## src/rtl/req_arbiter8.sv

```systemverilog
// Registered 8-way request arbiter: sticky pending capture, round-robin or
// fixed-priority selection, one-hot grant under a valid/ready handshake.
//
// state   | meaning
// --------+-----------------------------------------------------------
// S_IDLE  | no grant presented; waits for any pending request
// S_GRANT | gnt/valid presented; holds until accepted, then chains or idles

module req_arbiter8 #(
   parameter bit RR = 1'b1
) (
   input  logic       clk,
   input  logic       rst_n,
   input  logic [7:0] req,
   input  logic       ready,
   output logic [7:0] gnt,
   output logic       valid,
   output logic [7:0] pending
);

   typedef enum logic {S_IDLE, S_GRANT} state_t;

   state_t     r_state;
   state_t     w_state_nxt;
   logic [7:0] r_pend;
   logic [7:0] w_pend_nxt;
   logic [2:0] r_ptr;
   logic [2:0] w_ptr_nxt;
   logic [7:0] r_gnt;
   logic [7:0] w_gnt_nxt;
   logic       r_valid;
   logic       w_valid_nxt;
   logic       w_acc;
   logic [2:0] w_k_next;
   logic [7:0] w_rem;

   // Descending loops let the last match (lowest offset / highest index) win.
   function automatic logic [7:0] f_select(input logic [7:0] v, input logic [2:0] p);
      logic [7:0] res;
      logic [2:0] idx;
      res = 8'h00;
      if (RR) begin
         for (int i = 7; i >= 0; i--) begin
            idx = p + 3'(i);
            if (v[idx]) res = 8'd1 << idx;
         end
      end else begin
         for (int i = 0; i < 8; i++) begin
            if (v[i]) res = 8'd1 << i;
         end
      end
      return res;
   endfunction

   function automatic logic [2:0] f_index(input logic [7:0] v);
      logic [2:0] k;
      k = 3'd0;
      for (int i = 0; i < 8; i++) begin
         if (v[i]) k = 3'(i);
      end
      return k;
   endfunction

   assign w_acc      = r_valid & ready;
   assign w_k_next   = f_index(r_gnt) + 3'd1;
   assign w_rem      = r_pend & ~r_gnt;
   assign w_pend_nxt = (r_pend & ~(w_acc ? r_gnt : 8'h00)) | req;

   always_comb begin
      w_state_nxt = r_state;
      w_gnt_nxt   = r_gnt;
      w_valid_nxt = r_valid;
      w_ptr_nxt   = r_ptr;
      case (r_state)
         S_IDLE: begin
            if (r_pend != 8'h00) begin
               w_gnt_nxt   = f_select(r_pend, r_ptr);
               w_valid_nxt = 1'b1;
               w_state_nxt = S_GRANT;
            end
         end
         S_GRANT: begin
            // Selection uses the registered remainder only, so a request
            // captured on this edge waits at least one more cycle.
            if (w_acc) begin
               w_ptr_nxt = w_k_next;
               if (w_rem != 8'h00) begin
                  w_gnt_nxt = f_select(w_rem, w_k_next);
               end else begin
                  w_gnt_nxt   = 8'h00;
                  w_valid_nxt = 1'b0;
                  w_state_nxt = S_IDLE;
               end
            end
         end
         default: begin
            w_gnt_nxt   = 8'h00;
            w_valid_nxt = 1'b0;
            w_state_nxt = S_IDLE;
         end
      endcase
   end

   always_ff @(posedge clk or negedge rst_n) begin
      if (!rst_n) begin
         r_state <= S_IDLE;
         r_pend  <= 8'h00;
         r_ptr   <= 3'd0;
         r_gnt   <= 8'h00;
         r_valid <= 1'b0;
      end else begin
         r_state <= w_state_nxt;
         r_pend  <= w_pend_nxt;
         r_ptr   <= w_ptr_nxt;
         r_gnt   <= w_gnt_nxt;
         r_valid <= w_valid_nxt;
      end
   end

   assign gnt     = r_gnt;
   assign valid   = r_valid;
   assign pending = r_pend;

endmodule

```

## config.mk

```make
export PLATFORM = sky130hd
export DESIGN_NAME = req_arbiter8
export DESIGN_NICKNAME = d
export VERILOG_FILES = /design/src/rtl/req_arbiter8.sv
export SDC_FILE = /design/constraint.sdc
export NUM_CORES = 1
export LEC_CHECK = 0
export BUFFER_PORTS_ARGS = -buffer_cell sky130_fd_sc_hd__buf_2
export CORE_MARGIN = 10
export CORE_UTILIZATION = 62
export DETAILED_ROUTE_END_ITERATION = 10
export PLACE_DENSITY = 0.89
export SYNTH_ARGS = -nofsm -noshare
export SYNTH_HDL_FRONTEND = slang
export SYNTH_SLANG_ARGS = --single-unit
```

## constraint.sdc

```tcl
create_clock -name clk -period 4.15 [get_ports clk]
set_input_delay 0.83 -clock clk [delete_from_list [all_inputs] [get_ports clk]]
set_output_delay 0.83 -clock clk [all_outputs]
set_load 0.01 [all_outputs]
```

=== Word-level counts from Yosys, hierarchy flattened ===
Index checks and enable logic that the tools add are counted.

* Input port bits: 11
* Output and inout bits: 17
* Logic and storage cells: 135
* Register bits after elaboration: 21

* Magnitude comparators: 16
* Shift operators: 16
* Equal/unequal tests: 3
* Multiplexer cells: 68
* Add/sub/neg operators: 15
* Bitwise logic cells: 7
* Reductions and logical operators: 5

{| class="wikitable"
|+ Operators with widths
! cell !! number
|-
| $mux W8 || 20
|-
| $shl A1 B3 Y8 const A || 16
|-
| $lt A3 B4 Y1 const B || 16
|-
| $bmux W1 S3 || 16
|-
| $add A3 B3 Y3 const B || 8
|-
| $mux W1 || 23
|-
| $and A8 B8 Y8 || 2
|-
| $not A8 Y8 || 2
|-
| $pmux W8 S2 || 1
|-
| $reduce_bool A8 Y1 || 2
|-
| $mux W3 || 5
|-
| $add A3 B2 Y3 const B || 4
|-
| $add A3 B1 Y3 const B || 3
|-
| $or A8 B8 Y8 || 1
|-
| $ne A2 B2 Y1 const B || 2
|-
| $pmux W1 S2 || 2
|-
| $reduce_and A2 Y1 || 2
|-
| $reduce_and A3 Y1 || 1
|-
| $mux W2 || 1
|-
| $ne A2 B1 Y1 const B || 1
|-
| $and A1 B1 Y1 || 1
|-
| $not A1 Y1 || 1
|}

=== Logic depth before layout (Yosys ltp) ===
Gate-level depths: netlist of the first run.

* Depth after elaboration: 22
* Depth in mapped cells: 13
* Mapped depth without buffers: 12

=== Worst setup path after synthesis of the first run ===
OpenSTA, ideal clock, no wires.

* Path type: flip-flop to flip-flop
* Start point: reg r_ptr[1]
* End point: reg r_gnt[0] (netlist: gnt[0])
* Period minus slack after synthesis: 3552 ps
* Slack: 598 ps
* Arrival time: 3478 ps
* Cell stages (with the launch flop): 14
* Cell sequence: dfrtp_1 > clkbuf_1 > inv_1 > ha_1 > buf_6 > mux4_1 > mux2_4 > nand2b_4 > or4_4 > nor3_2 > o21ai_1 > and3_1 > o32a_1 > o21ai_2

* Word-level cells in the longest chain between the ends: 13

{| class="wikitable"
|+ Ends and longest elaborated chain
! item !! RTL line !! text
|-
| start: declaration || 27 || <nowiki>logic [2:0] r_ptr;</nowiki>
|-
| start signal: assignment || 114 || <nowiki>r_ptr <= w_ptr_nxt;</nowiki>
|-
| $add A3 B3 Y3 || 44 || <nowiki>idx = p + 3'(i);</nowiki>
|-
| $bmux W1 S3 || 45 || <nowiki>if (v[idx]) res = 8'd1 << idx;</nowiki>
|-
| $mux W1 (implied by the code) || 45 ||
|-
| $mux W8 (7 in series) || 45 ||
|-
| $mux W8 * || 45 ||
|-
| $mux W8 * || 76 || <nowiki>if (r_pend != 8'h00) begin</nowiki>
|-
| $pmux W8 S2 * || 74 || <nowiki>case (r_state)</nowiki>
|-
| end signal: assignment || 115 || <nowiki>r_gnt <= w_gnt_nxt;</nowiki>
|-
| end: declaration || 29 || <nowiki>logic [7:0] r_gnt;</nowiki>
|}

Every way passes the cells marked *; elsewhere a longest branch is shown, timed or not. The select of a mux whose other input is x is not followed.
A chain may end at the register's enable or synchronous reset.

=== Worst setup path in the final report of the first run ===
* Start point: reg r_ptr[0]
* End point: reg r_gnt[2] (netlist: gnt[2])

The elaborated chain is that of the path after synthesis.

==> flow_summary.ini, run 1 <==
[logic_synthesis]
synth_area_mm2 = 0.00370
synth_edf_count = 0
yosysSeqAreaShare_pct = 14.2
synth_nets = 530
async_reset_ff_share_pct = 100
synth_ff_type = dfrtp_1
yosysWarnings = 0
synth_cell_types = 83
syn_inst = 503
avgSynthCellArea_um2 = 7.35
ys_ff_latch = 21

[critical_path]
max_stage_delay_ns = 0.60
end_kind = register
required_ns = 4.35
worst-setup-path-type = reg -> reg
cp_common_cell = o211ai_1
cp_max_fo = 9
path_cells = inv_1, ha_1, mux4_1, mux2_4, nand2b_4, or4_4, o211ai_1, a22oi_1, o211ai_1, o2111ai_1, o21ai_0
worst-path-buf-inv = 1
start_kind = register
critPathArrivalTime_ns = 3.76
critPathTopFamily = multiplexers
crit_slowest_cell = mux4_1

[sta]
worst_pin_slew_ns = 0.639
fin_skew_ns = 0.00475
max_slew_margin_pct = 57.2
drv_slew = 0
period_minus_slack_ns = 3.56
tns_ns = 0
rsz0062_at_grt = no
setup_viol = 0
period_share_pct = 85.7
max_freq_mhz = 281
hold_viol = 0

[clock_tree]
cts_buffers = 3
cts_setup_buffers = 0
clkTransAtPathRegs_ns = 0.09
ctsLongestPathBuffers = 2
cts_root_buf = clkbuf_8
cts.htree.levels = 1
cts_tree = built
cts.repair.resized = 0
postCtsHoldBufs = 0
clk_latency_ns = 0.27
cts_num_sinks = 21

[drt]
dr.pass1.iters = 7
ant_nets = 0
vias = 4451
drt_iter0_markers = 912
drt-total-wl_mm = 13.7
viasPerCell = 7.46
drcViolationCount = 0
wl_per_cell_um = 23.0

[final_layout]
final_common_cell = nand2_1
antenna_cells = 0
layout.nets = 550
areaGrowthSynthToFinish_pct = 7.55
final_util_pct = 68.0
drive_gt1_share_pct = 16.1
mostFrequentLayoutCells = 76 x nand2_1, 39 x nor2_1, 35 x a21oi_1

[floorplan]
fp.dieH_um = 97.2
initial_core_util_pct = 63.2
die-area_mm2 = 0.00945
pin_count = 28
fp.dieW_um = 97.2
fp.coreArea_mm2 = 0.00585
std_cell_rows = 28

[global_routing]
overflow = 0
met3_usage_pct = 8.53
grt_use_met2_pct = 38.4
busiest_layer = met2
grt_pass1_vias = 4179
antenna_found_initial = 0
met1_usage_pct = 38.0
grt_pass1_wl_mm = 21.9
grt_max_degree = 22
grt_usage_pct = 27.2

[place]
io_buffers = 27
place.gp.congestion = 1.04
dp_hpwl_mm = 10.6

[status]
outcome = finished clean

[run]
maxCapViolations = 0

[hold_path]
hp-class = in -> async
[synthesized netlist by cell type (3+ instances only)]
| cell type | instances | area [um^2] |
|---|---|---|
| o211ai_1 | 13 | 97.6 |
| o22ai_1 | 11 | 68.8 |
| buf_6 | 3 | 33.8 |
| a221oi_1 | 7 | 61.3 |
| a22oi_1 | 3 | 22.5 |
| a22o_1 | 3 | 26.3 |
| nor4_1 | 5 | 31.3 |
| o31ai_1 | 3 | 22.5 |
| mux2i_1 | 12 | 120 |
| a31oi_1 | 9 | 56.3 |
| nand2b_1 | 12 | 75.1 |
| o311ai_0 | 3 | 26.3 |
| and3_1 | 3 | 18.8 |
| nor3_1 | 14 | 70.1 |
| mux2_2 | 7 | 78.8 |
| or3_1 | 3 | 18.8 |
| nand3_1 | 11 | 55.1 |
| dfrtp_1 | 21 | 526 |
| ha_1 | 16 | 200 |
| inv_1 | 8 | 30.0 |
| and2_1 | 9 | 56.3 |
| o22a_1 | 3 | 26.3 |
| o21ai_0 | 32 | 160 |
| o2111ai_1 | 4 | 35.0 |
| mux4_2 | 3 | 67.6 |
| nor2b_1 | 12 | 75.1 |
| a21o_1 | 12 | 90.1 |
| a21oi_1 | 35 | 175 |
| nor2_1 | 39 | 146 |
| clkbuf_1 | 23 | 86.3 |
| nand2_1 | 76 | 285 |
| clkbuf_2 | 4 | 20.0 |
| o221ai_1 | 8 | 70.1 |
| mux4_1 | 7 | 184 |
| and2_2 | 3 | 22.5 |
[final timing paths]
| path | startpoint | to | slack (ns) | depth (start not counted) |
|---|---|---|---|---|
| worst max-delay path | r_ptr[0]$_DFFE_PN0P_ | gnt[2]$_DFFE_PN0P_ | 0.59 | 11 |
| worst min-delay path | rst_n | gnt[4]$_DFFE_PN0P_ | 0.52 | 1 |
| worst max register to register | r_ptr[0]$_DFFE_PN0P_ | gnt[2]$_DFFE_PN0P_ | 0.59 | 11 |
| worst min register to register | valid$_DFFE_PN0P_ | valid$_DFFE_PN0P_ | 0.62 | 2 |
| max in group asynchronous | rst_n | pending[7]$_DFF_PN0_ | 3.27 | 1 |
| min in group clk | valid$_DFFE_PN0P_ | valid$_DFFE_PN0P_ | 0.62 | 2 |
[kinds of logic after synthesis]
kind of cell / after synthesis / synth area share, %
buffers and inverters: 42 / 5.04
AOI/OAI and AO/OA: 178 / 33.1
adders and majority gates: 16 / 5.41
muxes: 30 / 12.6
xor gates and xnor gates: 4 / 0.948
and+or+nand+nor: 212 / 28.7
DFF: 21 / 14.2
[through the flow]
stage / worst slack (ns) / std cells / area, um^2 / hold slack (ns)
detailed placement: 0.671 / 593 / 3930 / 0.587
finish: 0.595 / 597 / 3980 / 0.521
floorplan: 0.598 / 503 / 3700 / 0.534
CTS: 0.650 / 597 / 3980 / 0.535
global placement: 0.762 / 593 / 3930 / 0.553
global route: 0.398 / 597 / 3980 / 0.538
[worst reg2reg max path: cells and delay by family, from the launching register on]
family	cells	cell delay [ns]
multiplexers	2	0.90
AO/OA/AOI/OAI	5	0.77
AND/OR/NAND/NOR	2	0.71
buffers and inverters	1	0.16
flip-flops	1	0.36
adder cells (fa/ha/maj)	1	0.58
[layout make-up]
class / count / area (um^2)
repair buffers: 47 / 285
flip-flops and latches: 21 / 526
well taps: 75 / 93.8
clock buffers: 3 / 41.3
fillers: 464 / 1870
inverters: 10 / 37.5
clock inverters: 1 / 7.51
multi-input cells: 440 / 2990
[state kept, by name, indices dropped and copies added (netlist names)]
register / cells
r_state: 1
valid: 1
pending: 8
gnt: 8
r_ptr: 3
[metal layers]
| layer | part of all wire [%] | vias up |
|---|---|---|
| li1 | - | 1961 |
| met1 | 39 | 2041 |
| met2 | 42 | 400 |
| met3 | 16 | 49 |
| met4 | 3.1 | 0 |
| met5 | 0 | - |
Power of run 1 is not shown: default switching activity piles up to over one toggle a cycle in this logic, so the estimate is an artifact.
==> run 2: changes to the inputs <==
Settings changed: CORE_ASPECT_RATIO set to 1.5, SETUP_SLACK_MARGIN set to 0.05.
==> run 2 against run 1 <==
  * Count of clock-buffer cells in the layout increased by 1
  * First-iteration DRC count fell by 30%
  * Cell area decreased by 0.94%
  * Register-to-register slack lost 0.12 ns
  * Critical path depth shrank 2
  * Core utilization grew 0.12 points
  * Worst hold slack got worse by 0.0014 ns
  * Flip-flop and latch count stayed put
  * Fmax fell by 3.2%
  * Critical path type unchanged
  * Largest cell class unchanged
==> flow_summary.ini, run 2 (same netlist as run 1, synthesis figures left out) <==
[clock_tree]
cts_tree = built
cts_buffers = 3
cts_num_sinks = 21
ctsLongestPathBuffers = 2
cts_setup_buffers = 0
clk_latency_ns = 0.26
cts.htree.levels = 1
cts.repair.resized = 0
cts_root_buf = clkbuf_8
postCtsHoldBufs = 0
clkTransAtPathRegs_ns = 0.08

[global_routing]
grt_pass1_wl_mm = 23.3
busiest_layer = met2
grt_max_degree = 22
antenna_found_initial = 0
met3_usage_pct = 3.06
grt_pass1_vias = 4262
overflow = 0
grt_use_met2_pct = 55.2
met1_usage_pct = 30.7
grt_usage_pct = 29.9

[place]
dp_hpwl_mm = 11.3
place.gp.congestion = 1.13
io_buffers = 27

[final_layout]
areaGrowthSynthToFinish_pct = 6.53
mostFrequentLayoutCells = 76 x nand2_1, 39 x nor2_1, 35 x a21oi_1
final_common_cell = nand2_1
fillCellCount = 511
drive_gt1_share_pct = 15.3
antenna_cells = 0
layout.nets = 546

[sta]
worst_pin_slew_ns = 0.801
period_share_pct = 88.5
drv_slew = 0
max_slew_margin_pct = 45.0
max_freq_mhz = 272
fin_skew_ns = 0.00349
rsz0062_at_grt = no
period_minus_slack_ns = 3.67
setup_viol = 0
hold_viol = 0
tns_ns = 0

[status]
outcome = finished clean

[critical_path]
worst-setup-path-type = reg -> reg
cp_common_cell = buf_4
required_ns = 4.27
r2r_cells = 9
crit_slowest_cell = mux2i_1
rrSetupSlack_ns = 0.48
path_cells = buf_4, nor2_1, o31ai_1, buf_4, clkinv_1, mux2i_1, nand3_1, a2111oi_0, o22ai_1
max_stage_delay_ns = 0.71
critPathArrivalTime_ns = 3.79
crit_path_end = gnt[5]$_DFFE_PN0P_
r2r-end = gnt[5]$_DFFE_PN0P_
crit_start = gnt[3]$_DFFE_PN0P_
cp_max_fo = 12
end_kind = register
start_kind = register
timing.rr.start = gnt[3]$_DFFE_PN0P_

[run]
maxCapViolations = 0

[drt]
dr.pass1.iters = 6
viasPerCell = 7.54
drt_iter0_markers = 640
vias = 4446
drt-total-wl_mm = 14.9
ant_nets = 0
wl_per_cell_um = 25.3
drcViolationCount = 0

[floorplan]
initial_core_util_pct = 63.9
pin_count = 28
fp.coreArea_mm2 = 0.00579
std_cell_rows = 34
die-area_mm2 = 0.00952
fp.dieH_um = 115
fp.dieW_um = 83.1

[hold_path]
hp-class = in -> async
[run 2: stage by stage]
step | setup WS (ns) | std cells | hold slack, ns | instance area [um^2] | util, %
2_1_floorplan | 0.598 | 503 | 0.534 | 3700 | -
3_3_place_gp | 0.791 | 586 | 0.579 | 3890 | 67.3
3_5_place_dp | 0.711 | 586 | 0.576 | 3890 | 67.3
4_1_cts | 0.679 | 590 | 0.528 | 3940 | 68.1
5_1_grt | 0.441 | 590 | 0.550 | 3940 | 68.1
6_report | 0.477 | 590 | 0.519 | 3940 | 68.1
[run 2: layer usage]
metal  share of wire (%)  vias up
met5                   0        -
met2                  51      358
met1                  33     2022
met3                 8.6      110
li1                    -     1956
met4                 8.0        0
[run 2: worst max-delay path: cells and delay by family, from the launching register on]
family / cells / cell delay (ns)
buf+inv: 3 / 0.78
simple gates: 2 / 0.32
mux: 1 / 0.71
flops: 1 / 0.41
compound gates: 3 / 1.30
[run 2: how the worst min path moves through the flow]
stage	startpoint	cells past startpoint	end	slack (ns)
floorplan	rst_n	0	gnt[0]$_DFFE_PN0P_	0.53
global placement	valid$_DFFE_PN0P_	2	valid$_DFFE_PN0P_	0.58
detailed placement	valid$_DFFE_PN0P_	2	valid$_DFFE_PN0P_	0.58
CTS	rst_n	1	pending[4]$_DFF_PN0_	0.53
global route	rst_n	1	pending[1]$_DFF_PN0_	0.55
finish	rst_n	1	pending[1]$_DFF_PN0_	0.52
[run 2: final cells by class]
cell class                 instances  area, um^2  area share [%]
clock buffer                       4        45.0            1.14
inverter                          10        37.5           0.953
multi-input combinational        440        2990            75.8
sequential                        21         526            13.3
tap                               72        90.1            2.29
timing repair buffer              43         255            6.48
Power of run 2 is left out for the same reason.
